**src/rtl/rat_pkg.sv**
```systemverilog
// Shared types for the RAT CPU control path: flow-op codes, sequencer states
// and the default interrupt vector.
package rat_pkg;

  typedef enum logic [2:0] {
    BR_NONE = 3'd0,
    BR_JMP  = 3'd1,
    BR_BRC  = 3'd2,
    BR_CALL = 3'd3,
    BR_RET  = 3'd4,
    BR_RETI = 3'd5,
    BR_SEI  = 3'd6,
    BR_CLI  = 3'd7
  } br_type_e;

  typedef enum logic [1:0] {
    RST_S   = 2'd0,
    FETCH_S = 2'd1,
    EXEC_S  = 2'd2,
    INTR_S  = 2'd3
  } seq_state_e;

  localparam logic [9:0] INTR_VEC_DEFAULT = 10'h3FF;

endpackage

```
**src/rtl/ret_stack.sv**
```systemverilog
// Return-address LIFO. Pushes when full and pops when empty leave the pointer
// untouched; an empty stack reads back as zero.
module ret_stack #(
  parameter int ADDR_W      = 10,
  parameter int STACK_DEPTH = 8
) (
  input  logic              clk,
  input  logic              rst_n,
  input  logic              push,
  input  logic              pop,
  input  logic [ADDR_W-1:0] data_in,
  output logic [ADDR_W-1:0] data_out,
  output logic              full,
  output logic              empty
);

  localparam int IW = $clog2(STACK_DEPTH);
  localparam int PW = IW + 1;

  logic [ADDR_W-1:0] mem_q [STACK_DEPTH];
  logic [PW-1:0]     ptr_q, ptr_d;
  logic [IW-1:0]     wr_idx, top_idx;

  assign full    = (ptr_q == PW'(STACK_DEPTH));
  assign empty   = (ptr_q == '0);
  assign wr_idx  = ptr_q[IW-1:0];
  assign top_idx = IW'(ptr_q - PW'(1));

  always_comb begin
    ptr_d = ptr_q;
    if (push && !full) begin
      ptr_d = ptr_q + PW'(1);
    end else if (pop && !empty) begin
      ptr_d = ptr_q - PW'(1);
    end
  end

  always_ff @(posedge clk or negedge rst_n) begin
    if (!rst_n) begin
      ptr_q <= '0;
    end else begin
      ptr_q <= ptr_d;
    end
  end

  // Contents are don't-care after reset, so the array carries no reset.
  always_ff @(posedge clk) begin
    if (push && !full) begin
      mem_q[wr_idx] <= data_in;
    end
  end

  assign data_out = empty ? '0 : mem_q[top_idx];

endmodule

```
**src/rtl/pc_sequencer.sv**
```systemverilog
// RAT CPU program-counter sequencer: FETCH/EXEC/INTR control, flow-op decode,
// return-address stack and interrupt flag. The PC register itself lives outside.
module pc_sequencer
  import rat_pkg::*;
#(
  parameter int                ADDR_W      = 10,
  parameter int                STACK_DEPTH = 8,
  parameter logic [ADDR_W-1:0] INTR_VEC    = ADDR_W'(INTR_VEC_DEFAULT)
) (
  input  logic              CLK,
  input  logic              RST_N,
  input  logic [ADDR_W-1:0] PC_COUNT,
  input  logic [2:0]        BR_TYPE,
  input  logic              BR_COND,
  input  logic [ADDR_W-1:0] BR_ADDR,
  input  logic              INTR,
  output logic              PC_LD,
  output logic              PC_INC,
  output logic [ADDR_W-1:0] PC_DIN,
  output logic              IS_FETCH,
  output logic              INTR_ACK,
  output logic              I_FLAG,
  output logic              STK_ERR
);

  seq_state_e        state_q, state_d;
  logic              i_flag_q, i_flag_d;
  logic              stk_err_q, stk_err_d;
  logic              stk_push, stk_pop;
  logic              stk_full, stk_empty;
  logic [ADDR_W-1:0] stk_top;
  br_type_e          br;

  assign br = br_type_e'(BR_TYPE);

  ret_stack #(
    .ADDR_W      (ADDR_W),
    .STACK_DEPTH (STACK_DEPTH)
  ) u_ret_stack (
    .clk      (CLK),
    .rst_n    (RST_N),
    .push     (stk_push),
    .pop      (stk_pop),
    .data_in  (PC_COUNT),
    .data_out (stk_top),
    .full     (stk_full),
    .empty    (stk_empty)
  );

  always_ff @(posedge CLK or negedge RST_N) begin
    if (!RST_N) begin
      state_q   <= RST_S;
      i_flag_q  <= 1'b0;
      stk_err_q <= 1'b0;
    end else begin
      state_q   <= state_d;
      i_flag_q  <= i_flag_d;
      stk_err_q <= stk_err_d;
    end
  end

  always_comb begin
    state_d   = state_q;
    i_flag_d  = i_flag_q;
    stk_err_d = stk_err_q;
    stk_push  = 1'b0;
    stk_pop   = 1'b0;
    PC_LD     = 1'b0;
    PC_INC    = 1'b0;
    PC_DIN    = '0;
    IS_FETCH  = 1'b0;
    INTR_ACK  = 1'b0;

    unique case (state_q)
      RST_S: begin
        state_d = FETCH_S;
      end

      FETCH_S: begin
        IS_FETCH = 1'b1;
        PC_INC   = 1'b1;
        state_d  = EXEC_S;
      end

      EXEC_S: begin
        case (br)
          BR_JMP: begin
            PC_LD  = 1'b1;
            PC_DIN = BR_ADDR;
          end
          BR_BRC: begin
            PC_LD  = BR_COND;
            PC_DIN = BR_COND ? BR_ADDR : '0;
          end
          BR_CALL: begin
            stk_push = 1'b1;
            PC_LD    = 1'b1;
            PC_DIN   = BR_ADDR;
            if (stk_full) stk_err_d = 1'b1;
          end
          BR_RET, BR_RETI: begin
            stk_pop = 1'b1;
            PC_LD   = 1'b1;
            PC_DIN  = stk_top;
            if (stk_empty) stk_err_d = 1'b1;
            if (br == BR_RETI) i_flag_d = 1'b1;
          end
          BR_SEI:  i_flag_d = 1'b1;
          BR_CLI:  i_flag_d = 1'b0;
          default: ;
        endcase
        // The mask used here is the flag as it stood before this instruction.
        state_d = (INTR && i_flag_q) ? INTR_S : FETCH_S;
      end

      INTR_S: begin
        stk_push = 1'b1;
        PC_LD    = 1'b1;
        PC_DIN   = INTR_VEC;
        INTR_ACK = 1'b1;
        i_flag_d = 1'b0;
        if (stk_full) stk_err_d = 1'b1;
        state_d  = FETCH_S;
      end

      default: state_d = RST_S;
    endcase
  end

  assign I_FLAG  = i_flag_q;
  assign STK_ERR = stk_err_q;

endmodule

```
**config.mk**
```make
export PLATFORM = sky130hd
export DESIGN_NAME = pc_sequencer
export DESIGN_NICKNAME = d
export VERILOG_FILES = /design/src/rtl/rat_pkg.sv /design/src/rtl/ret_stack.sv /design/src/rtl/pc_sequencer.sv
export SDC_FILE = /design/constraint.sdc
export NUM_CORES = 1
export LEC_CHECK = 0
export BUFFER_PORTS_ARGS = -buffer_cell sky130_fd_sc_hd__buf_2
export CORE_MARGIN = 2
export CORE_UTILIZATION = 57
export CTS_BUF_LIST = sky130_fd_sc_hd__clkbuf_16
export DETAILED_ROUTE_END_ITERATION = 12
export GPL_ROUTABILITY_DRIVEN = 0
export GPL_TIMING_DRIVEN = 0
export PLACE_DENSITY = 0.77
export SYNTH_ARGS = -nofsm -noshare
export SYNTH_HDL_FRONTEND = slang
export SYNTH_SLANG_ARGS = --single-unit
```
**constraint.sdc**
```tcl
create_clock -name CLK -period 5.64 [get_ports CLK]
set_input_delay 0.564 -clock CLK [delete_from_list [all_inputs] [get_ports CLK]]
set_output_delay 0.564 -clock CLK [all_outputs]
set_load 0.05 [all_outputs]
```
Word-level counts from Yosys, hierarchy flattened

Memories as Yosys holds them, arrays and structs flattened.
Cells that the tools add are included.

Flip-flop bits (word level): 8
Memory bits (writable): 80
Word-level logic and storage cells: 62
Memories: 1

Add/sub/neg operators: 2
Equality and inequality tests: 15
Mux-type cells: 25
Reductions and logical operators: 15

Memories:

| memory            | words | width | rd ports | clocked after Yosys merged registers in | write ports | RTL line        | source |
|---|---|---|---|---|---|---|---|
| u_ret_stack.mem_q | 8     | 10    | 1        | 0                                       | 1           | ret_stack.sv:20 | `logic [ADDR_W-1:0] mem_q [STACK_DEPTH];` |

Operator list:

| cell                                                                     | count |
|---|---|
| 10-bit case mux with 3 select lines                                      | 1 |
| 10-bit two-way mux                                                       | 2 |
| 10-bit case mux with 2 select lines                                      | 1 |
| 3-bit equality test (second input constant)                              | 4 |
| 1-bit case mux with 2 select lines                                       | 6 |
| 1-bit two-way mux                                                        | 10 |
| 4-bit two-way mux                                                        | 2 |
| 3-bit by 2-bit equality test with 1-bit output (second input constant)   | 2 |
| 3-bit by 2-bit inequality test with 1-bit output (second input constant) | 2 |
| 2-bit case mux with 3 select lines                                       | 1 |
| 3-bit AND reduction                                                      | 2 |
| 2-bit OR reduction                                                       | 3 |
| 4-bit by 1-bit adder with 4-bit output (second input constant)           | 1 |
| 2-bit equality test (second input constant)                              | 2 |
| 4-bit equality test (second input constant)                              | 1 |
| 4-bit logical NOT                                                        | 1 |
| 4-bit by 2-bit inequality test with 1-bit output (second input constant) | 1 |
| 2-bit nonzero test                                                       | 2 |
| 4-bit OR reduction                                                       | 1 |
| 4-bit by 1-bit subtractor with 4-bit output (second input constant)      | 1 |
| 3-bit by 1-bit equality test with 1-bit output (second input constant)   | 1 |
| 1-bit logical AND                                                        | 3 |
| 3-bit inequality test (second input constant)                            | 1 |
| 1-bit case mux with 3 select lines                                       | 1 |
| 4 further kinds                                                          | 5 |

Depth between registers and ports, before layout

Depth after elaboration: 7
Depth in mapped cells: 8
Gate-level depth less buffers: 6

Hierarchy

Synthesis repeated with hierarchy kept, for this count alone.

Cells, all modules: 265
Area, all modules: 4077.7 µm²

Modules (own cells, without submodules):

| module       | instances | cells an instance | area an instance (µm²) |
|---|---|---|---|
| ret_stack    | 1         | 196               | 3552.2 |
| pc_sequencer | 1         | 69                | 525.5 |

Worst setup path after synthesis

Ideal clock, no wire load.

Path type: register to output
Start: register u_ret_stack.ptr_q[0]
End: output PC_DIN[0]
Data arrival time: 2.328 ns
Slack: 2.748 ns
Cell stages (with the launch flop): 9
Buffers on the path: 3
Path through: dfrtp_1 > buf_6 > buf_6 > inv_1 > ha_1 > buf_2 > mux4_2 > clkinv_1 > o221ai_1

Longest elaborated chain between the ends: 5

RTL lines:

| what                                        | RTL line           | source |
|---|---|---|
| start, declared                             | ret_stack.sv:21    | `logic [PW-1:0] ptr_q, ptr_d;` |
| start signal, assigned                      | ret_stack.sv:42    | `ptr_q <= ptr_d;` |
| 4-bit by 1-bit subtractor with 4-bit output | ret_stack.sv:27    | `assign top_idx = IW'(ptr_q - PW'(1));` |
| memory 8 x 10 bit                           | n/a                |  |
| 10-bit two-way mux *                        | ret_stack.sv:53    | `assign data_out = empty ? '0 : mem_q[top_idx];` |
| 10-bit case mux with 3 select lines *       | pc_sequencer.sv:86 | `case (br)` |
| 10-bit case mux with 2 select lines *       | pc_sequencer.sv:74 | `unique case (state_q)` |
| end, declared                               | pc_sequencer.sv:19 | `output logic [ADDR_W-1:0] PC_DIN,` |

Every way passes the cells marked *; elsewhere a longest branch is shown, timed or not.

Worst setup path in the final report

Start: register u_ret_stack.ptr_q[1]
End: output PC_DIN[1]

Same word-level chain as after synthesis.

==> impl_metrics.tcl <==
set metrics [dict create \
    r2r-start "u_ret_stack.ptr_q[1]$_DFFE_PN0P_" \
    synth-edff-count 80 \
    p_total_mw 2.446 \
    leakagePower_nw 1.645 \
    synth_most_common_cell "edfxtp_1" \
    drt_iter0_markers 193 \
    clock_latency_ns 0.34 \
    grt_first_pass_wirelength_mm 12.80 \
    n_antenna_cell 0 \
    cap_violations 0 \
    fmax_ghz 0.2918 \
    grt_pass1_vias 2283 \
    wl_per_cell_um 22.94 \
    clock_path_buffers 2 \
    numCtsBuffers 9 \
    drt_wl_total_mm 8.579 \
    crit_required_ns 5.08 \
    critPathArrivalTime_ns 2.86 \
    tritoncts "yes" \
    async_flop_share_pct 9.091 \
    cts_hold_buf 0 \
    rsz0062_at_grt "no" \
    yosysTopAreaCellShare_pct 61.92 \
    synth_commonest_cells "80 x edfxtp_1, 17 x mux4_2, 16 x inv_1" \
    dr.pass1.iters 5 \
    postCtsSetupRepairBufs 0 \
    hold_viol_final 0 \
    die-area_um2 7483 \
    drc 0 \
    area.growth.synth_to_final_pct 17.64 \
    grt.total_usage_pct 24.31 \
    start_util_pct 58.07 \
    reg2reg_slack_ns 2.56 \
    fp.dieH_um 86.51 \
    io_pins 43 \
    rr_worst_depth 7 \
    worstPathMaxFanout 10 \
    vias_per_cell 6.278 \
    worst_setup_path_end_kind "output pin" \
    tightest_slew_ns 1.214 \
    fin_crit_sh_pct 60.77 \
    cts.sinks 88 \
    coreArea_um2 6681 \
    vdd_ir_drop_max_mv 0.2649 \
    fin_util_pct 68.31 \
    slew_headroom_pct 18.74 \
    clock_skew_ns 0.008741 \
    critical_path_class "flip-flop to output pin" \
    nets 319 \
    final_area_um2 4564 \
    setup_viol 0 \
    die_w_um 86.51 \
    route.vias.total 2348 \
    final_max_slew_viol_count 0 \
    ys_warn_count 0 \
    synth_ff_type "edfxtp_1" \
    regToRegEndpoint "u_ret_stack.mem_q[0][8]$_DFFE_PP_" \
    grt_overflow_total 0 \
    htree_levels 3 \
    portBuffers 41 \
    synthTopCellsByArea "edfxtp_1 62%, mux4_2 9.9%, dfrtp_1 5.2%, mux4_1 2.0%, o221ai_1 2.0%" \
    status "finished clean" \
    place_area_um2 4264 \
    ctsResizeCount 0 \
    syn_area_per_cell_um2 16.65 \
    cts_root_buf "clkbuf_16" \
    fin_setup_tns_ns 0 \
    fin_cells 374 \
    period_needed_ns 3.428 \
    drive_above_1_share_pct 35.37 \
    hpwl_mm 5.402 \
    syn_nets 262 \
    start_kind "flip-flop" \
    yosysUniqueCellTypes 46 \
    postSynthCellCount 233 \
    yosysTopAreaCell "edfxtp_1" \
    dp.cells 359 \
    hp-class "input port to asynchronous set/reset pin" \
    grt_max_degree 17 \
    antenna_found_initial 0 \
    rows 30 \
    netlist_area_um2 3880 \
    seq_area_frac_synth_pct 67.08 \
    ant_nets 0 \
    synth-seq-cells 88 \
    powerDensity_nw_per_um2 535.9 \
    path_clk_slew_ns 0.07 \
]
worst max-delay path by stage:
stage	from	to	slack [ns]	depth (start not counted)
6_report	u_ret_stack.ptr_q[1]$_DFFE_PN0P_	PC_DIN[1]	2.21	8
3_3_place_gp	u_ret_stack.ptr_q[0]$_DFFE_PN0P_	u_ret_stack.mem_q[0][9]$_DFFE_PP_	1.62	7
5_1_grt	u_ret_stack.ptr_q[1]$_DFFE_PN0P_	PC_DIN[1]	2.04	8
4_1_cts	u_ret_stack.ptr_q[1]$_DFFE_PN0P_	PC_DIN[1]	2.22	8
3_5_place_dp	u_ret_stack.ptr_q[1]$_DFFE_PN0P_	u_ret_stack.mem_q[6][0]$_DFFE_PP_	2.63	6
2_1_floorplan	u_ret_stack.ptr_q[0]$_DFFE_PN0P_	PC_DIN[0]	2.75	8
flip-flops by register name (all words and copies together), names as in the netlist:
register           count
u_ret_stack.ptr_q      4
STK_ERR                1
state_q                2
I_FLAG                 1
u_ret_stack.mem_q     80
power breakdown:
part	switching, mW	leakage, nW	total (mW)	internal, mW
Combinational	0.639	0.686	1.02	0.377
Sequential	0.0336	0.814	0.827	0.794
Clock	0.254	0.145	0.602	0.349
Total	0.927	1.64	2.45	1.52
routing by layer:
layer	up-vias	part of all wire, %	GRT usage [%]
met4	0	2.8	10.80
met5	-	0	0
met1	1203	41	33.00
li1	1025	-	-
met3	20	6.4	6.571
met2	100	50	37.41
layout by cell type (no fill, tap or decap), types with 2 or more instances in the layout:
cell and count:
edfxtp_1 80, clkbuf_16 9, clkinv_1 10, nor2_1 6, inv_1 16, nor3b_1 10
buf_6 8, nor3_2 4, ha_1 2, nand2_1 8, clkbuf_1 4, dfrtp_1 8
mux4_1 3, buf_4 3, nand2b_1 2, mux4_2 17, o21ai_0 13, o221ai_1 9
a31oi_1 2, a21boi_0 2, a21oi_1 2, buf_2 45, inv_6 3
stage by stage:
stage          hold WS [ns]  setup WS, ns
5_1_grt             0.06384         2.044
2_1_floorplan        0.2684         2.748
3_5_place_dp         0.4186         2.633
3_3_place_gp         0.4188         1.616
6_report            0.06309         2.212
4_1_cts             0.05854         2.216
cells by family (layout without fill, tap and decap cells):
family                     Yosys count  after routing  synth area share, %
buffers and inverters               41            102                5.482
DFF                                 88             88                67.07
muxes                               21             21                12.16
adders and majority gates            2              2               0.6449
and+or+nand+nor                     41             41                6.321
xor gates and xnor gates             2              2               0.4515
AOI/OAI and AO/OA                   38             38                7.868
area by class of cell:
cell class / instances / area [um^2]
multi-input cells: 104 / 1091
flip-flops and latches: 88 / 2603
well taps: 80 / 100.1
repair buffers: 46 / 257.7
fillers: 459 / 2117
plain buffers: 15 / 115.1
inverters: 26 / 97.59
clock inverters: 6 / 75.07
clock buffers: 9 / 225.2
critical path, stage by stage, from the launching register on:
cell and delay, ns:
dfrtp_1 0.37, clkbuf_1 0.44, inv_1 0.16, ha_1 0.36, buf_2 0.32, mux4_2 0.27, clkinv_1 0.06, o221ai_1 0.22
buf_2 0.32
No activity file was read; power rests on OpenSTA's default activity.
